==> src/rtl/alu_ctrl_pkg.sv <==
// alu_ctrl_pkg: ALU control codes and seq_alu state encoding shared across the MIPS datapath.
package alu_ctrl_pkg;
  localparam logic [3:0] CTRL_AND  = 4'b0000;
  localparam logic [3:0] CTRL_OR   = 4'b0001;
  localparam logic [3:0] CTRL_ADD  = 4'b0010;
  localparam logic [3:0] CTRL_BEQ  = 4'b0011;
  localparam logic [3:0] CTRL_BNE  = 4'b0100;
  localparam logic [3:0] CTRL_LUI  = 4'b0101;
  localparam logic [3:0] CTRL_SUB  = 4'b0110;
  localparam logic [3:0] CTRL_SLT  = 4'b0111;
  localparam logic [3:0] CTRL_SRA  = 4'b1000;
  localparam logic [3:0] CTRL_SRAV = 4'b1001;
  typedef enum logic {IDLE = 1'b0, SHIFT = 1'b1} state_e;
  function automatic logic is_shift(input logic [3:0] c);
    return c == CTRL_SRA || c == CTRL_SRAV;
  endfunction
endpackage

==> src/rtl/alu_comb_core.sv <==
// alu_comb_core: combinational single-cycle ALU ops; shift and unknown codes yield zero.
module alu_comb_core
  import alu_ctrl_pkg::*;
#(
  parameter int WIDTH = 32
) (
  input  logic [3:0]       ctrl_i,
  input  logic [WIDTH-1:0] a_i,
  input  logic [WIDTH-1:0] b_i,
  output logic [WIDTH-1:0] result_o,
  output logic             branch_o
);
  logic [WIDTH-1:0] diff;
  assign diff = a_i - b_i;
  always_comb begin
    result_o = '0;
    branch_o = 1'b0;
    case (ctrl_i)
      CTRL_AND: result_o = a_i & b_i;
      CTRL_OR:  result_o = a_i | b_i;
      CTRL_ADD: result_o = a_i + b_i;
      CTRL_BEQ: begin
        result_o = diff;
        branch_o = a_i == b_i;
      end
      CTRL_BNE: begin
        result_o = diff;
        branch_o = a_i != b_i;
      end
      CTRL_LUI: result_o = b_i << 16;
      CTRL_SUB: result_o = diff;
      CTRL_SLT: result_o = {{(WIDTH-1){1'b0}}, $signed(a_i) < $signed(b_i)};
      default:  result_o = '0;
    endcase
  end
endmodule

==> src/rtl/seq_alu.sv <==
// seq_alu: execute-stage ALU; single-cycle ops in one registered cycle,
// arithmetic right shifts iterate one bit per cycle behind a ready/done handshake.
module seq_alu
  import alu_ctrl_pkg::*;
#(
  parameter int WIDTH = 32,
  parameter int SHW   = 5
) (
  input  logic             clk_i,
  input  logic             rst_i,
  input  logic             start_i,
  input  logic [3:0]       ctrl_i,
  input  logic [WIDTH-1:0] src1_i,
  input  logic [WIDTH-1:0] src2_i,
  output logic             ready_o,
  output logic             done_o,
  output logic [WIDTH-1:0] result_o,
  output logic             zero_o,
  output logic             branch_o
);
  state_e           state_q, state_d;
  logic [SHW-1:0]   cnt_q, cnt_d;
  logic [WIDTH-1:0] work_q, work_d, res_q, res_d, core_res, shifted;
  logic             zero_q, zero_d, br_q, br_d, done_q, done_d, core_br, accept;
  logic [SHW-1:0]   amt;
  alu_comb_core #(.WIDTH(WIDTH)) u_core (
    .ctrl_i   (ctrl_i),
    .a_i      (src1_i),
    .b_i      (src2_i),
    .result_o (core_res),
    .branch_o (core_br)
  );
  assign ready_o = !rst_i && state_q == IDLE;
  assign accept  = start_i && ready_o;
  assign amt     = src1_i[SHW-1:0];
  assign shifted = {work_q[WIDTH-1], work_q[WIDTH-1:1]};
  always_comb begin
    state_d = state_q;
    cnt_d   = cnt_q;
    work_d  = work_q;
    res_d   = res_q;
    br_d    = br_q;
    done_d  = 1'b0;
    if (accept) begin
      if (is_shift(ctrl_i) && amt != '0) begin
        state_d = SHIFT;
        cnt_d   = amt;
        work_d  = src2_i;
      end else begin
        // a zero-amount shift is just a pass-through of the data operand
        res_d  = is_shift(ctrl_i) ? src2_i : core_res;
        br_d   = core_br;
        done_d = 1'b1;
      end
    end else if (state_q == SHIFT) begin
      work_d = shifted;
      cnt_d  = cnt_q - 1'b1;
      if (cnt_q == SHW'(1)) begin
        res_d   = shifted;
        br_d    = 1'b0;
        done_d  = 1'b1;
        state_d = IDLE;
      end
    end
    zero_d = done_d ? res_d == '0 : zero_q;
  end
  always_ff @(posedge clk_i or posedge rst_i) begin
    if (rst_i) begin
      state_q <= IDLE;
      cnt_q   <= '0;
      work_q  <= '0;
      res_q   <= '0;
      zero_q  <= 1'b0;
      br_q    <= 1'b0;
      done_q  <= 1'b0;
    end else begin
      state_q <= state_d;
      cnt_q   <= cnt_d;
      work_q  <= work_d;
      res_q   <= res_d;
      zero_q  <= zero_d;
      br_q    <= br_d;
      done_q  <= done_d;
    end
  end
  assign done_o   = done_q;
  assign result_o = res_q;
  assign zero_o   = zero_q;
  assign branch_o = br_q;
endmodule

==> config.mk <==
export PLATFORM = sky130hd
export DESIGN_NAME = seq_alu
export DESIGN_NICKNAME = d
export VERILOG_FILES = /design/src/rtl/alu_ctrl_pkg.sv /design/src/rtl/alu_comb_core.sv /design/src/rtl/seq_alu.sv
export SDC_FILE = /design/constraint.sdc
export NUM_CORES = 1
export LEC_CHECK = 0
export ABC_AREA = 1
export CORE_UTILIZATION = 55
export CTS_CLUSTER_DIAMETER = 80
export DETAILED_ROUTE_END_ITERATION = 12
export GPL_TIMING_DRIVEN = 0
export PLACE_DENSITY = 0.85
export SYNTH_ARGS = -nofsm -noshare
export SYNTH_HDL_FRONTEND = slang
export SYNTH_SLANG_ARGS = --single-unit
==> constraint.sdc <==
create_clock -name clk_i -period 3.1 [get_ports clk_i]
set_input_delay 0.93 -clock clk_i [delete_from_list [all_inputs] [get_ports clk_i]]
set_output_delay 0.93 -clock clk_i [all_outputs]
set_load 0.05 [all_outputs]
---- Yosys cells after proc, flatten, opt, wreduce, memory -nomap -nowiden ----
Index checks and enable logic that the tools add are counted.
word-level totals
  register bits after elaboration ......... 73
  bits of input ports ..................... 71
  output and inout port bits .............. 36
  logic and storage cells ................. 68
operators by class
  add/sub/neg operators ................... 3
  order comparisons ....................... 1
  equality and inequality tests ........... 14
  multiplexer cells ....................... 25
  bitwise gates (word level) .............. 3
  reductions and logical operators ........ 14
operators with widths
  operator                                                                count
  32-bit 2-to-1 mux                                                       7
  32-bit case mux with 6 select lines                                     1
  32-bit adder                                                            1
  32-bit bitwise AND                                                      1
  32-bit equality test                                                    1
  32-bit logical NOT                                                      1
  32-bit < comparator                                                     1
  32-bit != test                                                          1
  32-bit OR                                                               1
  32-bit subtractor                                                       1
  31-bit 2-to-1 mux                                                       1
  4-bit by 3-bit equality test with 1-bit output (second input constant)  4
  5-bit 2-to-1 mux                                                        3
  1-bit 2-to-1 mux                                                        12
  4-bit by 2-bit equality test with 1-bit output (second input constant)  2
  4-bit equality test (second input constant)                             2
  5-bit by 1-bit equality test with 1-bit output (second input constant)  1
  5-bit nonzero test                                                      1
  5-bit by 1-bit subtractor with 5-bit output (second input constant)     1
  4-bit by 1-bit equality test with 1-bit output (second input constant)  1
  4-bit logical NOT                                                       1
  2-bit AND reduction                                                     2
  2-bit nonzero test                                                      2
  1-bit logical AND                                                       3
  other kinds (8)                                                         8

---- Depth between registers and ports, before layout ----
  depth after elaboration ................. 7
  gate-level depth with buffers ........... 24
  gate-level depth less buffers ........... 24

---- Modules after synthesis ----
A second synthesis with hierarchy kept.
unflattened totals
  cells, all modules ...................... 1905
  area, all modules ....................... 10787.8 µm²
by module, submodules not included
  module         instances  cells each  area an instance (µm²)  sequential area each (µm²)
  alu_comb_core  1          1282        6540.0                  0.0
  seq_alu        1          623         4247.8                  1801.7

---- Worst setup path after synthesis ----
Ideal clock, no wire load.
  path kind ............................... in2reg
  start ................................... input src1_i[0]
  end ..................................... register zero_q (netlist: zero_o)
  setup time .............................. 0.066 ns
  arrival ................................. 2.815 ns
  required time ........................... 3.034 ns
  setup slack ............................. 0.219 ns
  cell stages on the path ................. 22
  buffers on the path ..................... 0
  path through ............................ ha_1 > inv_1 > fa_1 > inv_1 > nand3_1 > nand2_1 > nand2_1 > nand2_2 > nand2_1 > nand2_1 > nand2_1 > nand2_1 > nand2_1 > nand3_1 > nand4_1 > nand2_1 > nand2_1 > nor2_1 > nand2_1 > nor2_1 > nand2_1 > nand2_1
on the way
  cells in the longest elaborated chain, start to end .. 6
  elaborated cells on any way between the ends .. 14
  those cells by class .................... add/sub (2); order compare (1); mux (6); bitwise (2); reduce/logical (3)
ends and longest elaborated chain
  item                                                      line                                      text
  from (decl)                                               seq_alu.sv:13                             input logic [WIDTH-1:0] src1_i,
  32-bit subtractor / 32-bit adder (equally long branches)  alu_comb_core.sv:14, alu_comb_core.sv:21
  32-bit case mux with 6 select lines                       alu_comb_core.sv:18                       case (ctrl_i)
  32-bit 2-to-1 mux                                         seq_alu.sv:51                             res_d = is_shift(ctrl_i) ? src2_i : core_res;
  32-bit 2-to-1 mux (*)                                     seq_alu.sv:45                             if (is_shift(ctrl_i) && amt != '0) begin
  32-bit 2-to-1 mux (*)                                     seq_alu.sv:44                             if (accept) begin
  net res_d[28]                                             seq_alu.sv:23                             logic [WIDTH-1:0] work_q, work_d, res_q, res_d, core_res, shifted;
  32-bit logical NOT (*)                                    seq_alu.sv:65                             zero_d = done_d ? res_d == '0 : zero_q;
  to (signal assigned)                                      seq_alu.sv:81                             zero_q <= zero_d;
  to (decl)                                                 seq_alu.sv:24                             logic zero_q, zero_d, br_q, br_d, done_q, done_d, core_br, accept;
The timed path passes the listed nets; every way through them passes the cells marked *.
A chain may end at the register's enable or synchronous reset.

---- Worst setup path after layout ----
  start ................................... input src2_i[6]
  end ..................................... register zero_q (netlist: zero_o)
on the way
  cells in the longest elaborated chain, start to end .. 6
  elaborated cells on any way between the ends .. 10
  those cells by class .................... add/sub (2); order compare (1); mux (4); bitwise (2); reduce/logical (1)
ends and longest elaborated chain
  item                                                      line                                      text
  from (decl)                                               seq_alu.sv:14                             input logic [WIDTH-1:0] src2_i,
  32-bit subtractor / 32-bit adder (equally long branches)  alu_comb_core.sv:14, alu_comb_core.sv:21
  32-bit case mux with 6 select lines (*)                   alu_comb_core.sv:18
  32-bit 2-to-1 mux (*)                                     seq_alu.sv:51
  32-bit 2-to-1 mux (*)                                     seq_alu.sv:45
  32-bit 2-to-1 mux (*)                                     seq_alu.sv:44
  net res_d[9]                                              seq_alu.sv:23
  32-bit logical NOT (*)                                    seq_alu.sv:65
Marks and branches as above.

==> results.md <==
- Status: finished, violations left
- Failing checks: setup timing
- Via Count: 14,510
- Area delta synth->final: 41.17%
- Endpoint, Worst Hold: zero_o$_DFFE_PP0P_
- Clk slew on worst S/H paths: 50 ps
- Number of fill cells: 1,317
- CTS H-tree lvls: 3
- Vias in the first global route: 11,990
- Actual slew at the worst max-slew pin: 907.4 ps
- Wire length per cell: 22.35 microns
- Die H: 140.0 microns
- Chip width: 140.0 microns
- CTS tree: yes
- Final hold vios: 0
- IO buf count: 106
- Synthesized instance count: 1,874
- VDD IR max: 0.9146 mV
- # rows: 50
- Endpoint class of the critical path: flop
- Global route total overflow: 0
- CP arrival: 3770 ps
- Reg2reg start: cnt_q[1]$_DFFE_PP0P_
- Final WL: 51,830 microns
- Worst reg2reg endpoint: zero_o$_DFFE_PP0P_
- Clock skew: 7.109 ps
- Max cap viols: 0
- Rel. slew slack: 39.50%
- Pre-CTS setup slack: -1425 ps
- Vias per inst: 6.255
- Tmin final: 3490 ps
- Hold WC Path Type: flop to flop
- Final worst slack: -390.2 ps
- Critical Path Fanout Max: 5
- Area share of the largest cell type after synthesis: 21.87%
- Post-DP HPWL: 35,470 microns
- Fmax: 286.5 MHz
- Clock buffer depth: 2
- Flop-to-flop setup slack: 410 ps
- Worst Hold Margin: 485.0 ps
- TritonCTS Buffers: 9
- Register area share after synthesis: 17.21%
- Worst Hold Depth: 2
- Worst Reg-to-Reg Cells: 15
- GPL Wtd Cong: 1.070
- Synth top cells by count: 610 x nand2_1, 369 x inv_1, 169 x nor2_1
- I/O pin count: 107
- Largest net degree at the start of global routing: 73
- Syn_area_per_cell: 5.586 sq um
- Area leader, netlist: nand2_1
- FFs w/ async S/R, synth: 100.0%
- PwrDens: 518.3 mW/mm^2
- Synth Cell Area: 0.01047 sq mm
- Startpoint Class: input pin
- Critical path class: input pin to flop
- CP Data Required Time: 3380 ps
- # diodes: 0
- Placement-stage cell area: 0.01183 sq mm
- Min-Delay Startpoint: zero_o$_DFFE_PP0P_
- Die ar.: 0.01959 sq mm
- Unrepaired setup endpoints after global routing: yes
- Drt first-iter violations: 2,167
- Post-route clock period utilization: 112.6%
- Initial antenna violation count: 0
- First drt pass iteration count: 8
- Ys Warns: 0
- Fin. max-slew vios: 0
- Number of synthesized flops with an enable pin: 0
- DRC Markers: 0
- Multi-input gate area: 0.008673 sq mm
- Root buf cell: clkbuf_16
- Nets: 2,254
- Most common cell in the netlist: nand2_1
- Synth area leaders: nand2_1 22%, dfrtp_1 17%, inv_1 13%
- Gr usage total: 45.32%
- CTS Sinks: 72
- Seq cells post-synth: 72
- Final instance area: 0.01478 sq mm
- Syn Nets: 2,048
- Starting Density: 55.97%
- Register Area: 0.001802 sq mm
- Synth cell types: 41
- Clk_lat worst skew: 350 ps
- Layout cells sized above 1: 30.60%
- Core area: 0.01871 sq mm
- Final setup viols: 3
- Remaining antenna violation count after routing: 0
- Synth Flop Type: dfrtp_1
- First-pass GRT wire length: 66,470 microns
- P_leak: 7.797 nW
-- critical path: stages --
cell and delay [ps]:
buf_4 150, inv_6 50, ha_4 290, buf_8 140, nand2_1 70, nand2_2 210
nand2_1 100, nand2_2 130, inv_1 150, nand3_4 140, nand2_1 80, nand3_1 70
nand4_1 290, nand2_1 170, nand3_2 110, nor2_2 130, nand2_2 80, nor2_1 100
nand2_1 80, nor2_1 150, nand2_1 70, nand2_1 70
-- placed cells by master (no fill, tap or decap), types with 16 or more instances in the layout --
master / synthesis / routed
clkdlybuf4s50_1: 0 / 37
ha_1: 101 / 73
dfrtp_1: 72 / 72
buf_6: 5 / 23
nor2_4: 1 / 42
nand3_2: 2 / 30
nand2_4: 2 / 30
o22ai_1: 55 / 55
inv_2: 11 / 60
ha_4: 0 / 27
nand2_2: 3 / 105
nand4_1: 52 / 52
clkbuf_2: 1 / 23
a21oi_2: 4 / 27
a21oi_1: 62 / 28
inv_1: 369 / 295
dlymetal6s2s_1: 0 / 16
clkbuf_1: 19 / 16
o21ai_0: 76 / 70
nand3_1: 159 / 124
nor2_2: 14 / 41
nor2_1: 169 / 101
nand2_1: 610 / 480
buf_2: 25 / 19
buf_4: 11 / 103
-- stage by stage --
step | util (%) | total power, mW | std cells | TNS, ps
finish | 79.01 | 7.660 | 2319 | -413.5
global route | 79.01 | 7.973 | 2319 | -506.9
CTS | 68.05 | 6.738 | 2247 | -426.9
detailed placement | 63.22 | 5.473 | 2214 | -31340
global placement | 63.20 | 5.378 | 2214 | -87980
floorplan | - | 4.181 | 1874 | 0
-- layer usage --
layer	vias to the layer above	GRT usage, %	wire [microns]
li1	6284	-	-
met1	6510	60.05	18450
met2	1288	72.08	21400
met3	423	8.034	7738
met4	0	20.47	4249
met5	-	0	0
-- worst max-delay path by stage --
stage               slack, ps        from  cells past startpoint                 end
global placement        -1330  src2_i[10]                     19  zero_o$_DFFE_PP0P_
detailed placement      -1420  src2_i[10]                     19  zero_o$_DFFE_PP0P_
finish                   -390   src2_i[6]                     22  zero_o$_DFFE_PP0P_
floorplan                 220   src1_i[0]                     22  zero_o$_DFFE_PP0P_
global route             -370   src2_i[6]                     22  zero_o$_DFFE_PP0P_
CTS                      -250   src2_i[1]                     21  zero_o$_DFFE_PP0P_
-- final cells by class --
type	count	share of cell area, %
timing repair buffer	199	11.66
tap	234	1.981
clock buffer	13	1.761
inverter	382	10.33
multi-input combinational	1357	58.69
clock inverter	3	0.2709
sequential	72	12.19
buffer	59	3.124
-- power breakdown --
group | internal, mW | leakage [nW] | total (mW) | switching, mW
registers | 1.34 | 0.918 | 1.60 | 0.265
clock network | 0.664 | 0.150 | 1.05 | 0.389
logic | 1.68 | 6.73 | 5.01 | 3.32
total | 3.68 | 7.80 | 7.66 | 3.98
-- flip-flops by register name (all words and copies together) (netlist names) --
register  cells
branch_o      1
cnt_q         5
done_o        1
result_o     32
state_q       1
work_q       31
zero_o        1
-- kinds of logic (layout without fill, tap and decap cells) --
logic type / Yosys count / in the layout / share of synthesized area [%]
AND/OR/NAND/NOR: 1028 / 1028 / 41.17
buffers and inverters: 445 / 656 / 17.02
AO/OA/AOI/OAI: 224 / 224 / 11.98
adder cells (fa/ha/maj): 103 / 103 / 12.45
flip-flops: 72 / 72 / 17.21
XOR/XNOR: 2 / 2 / 0.1674
-- what timing repair did --
action | in CTS | in global routing
buffers inserted | 19 | 70
hold buffers | 0 | 0
gates cloned | 0 | 4
endpoints found under the setup margin | 39 | 39
pin swaps | 34 | 173
gates resized for setup | 263 | 584
Power figures use the tool's default switching activity.
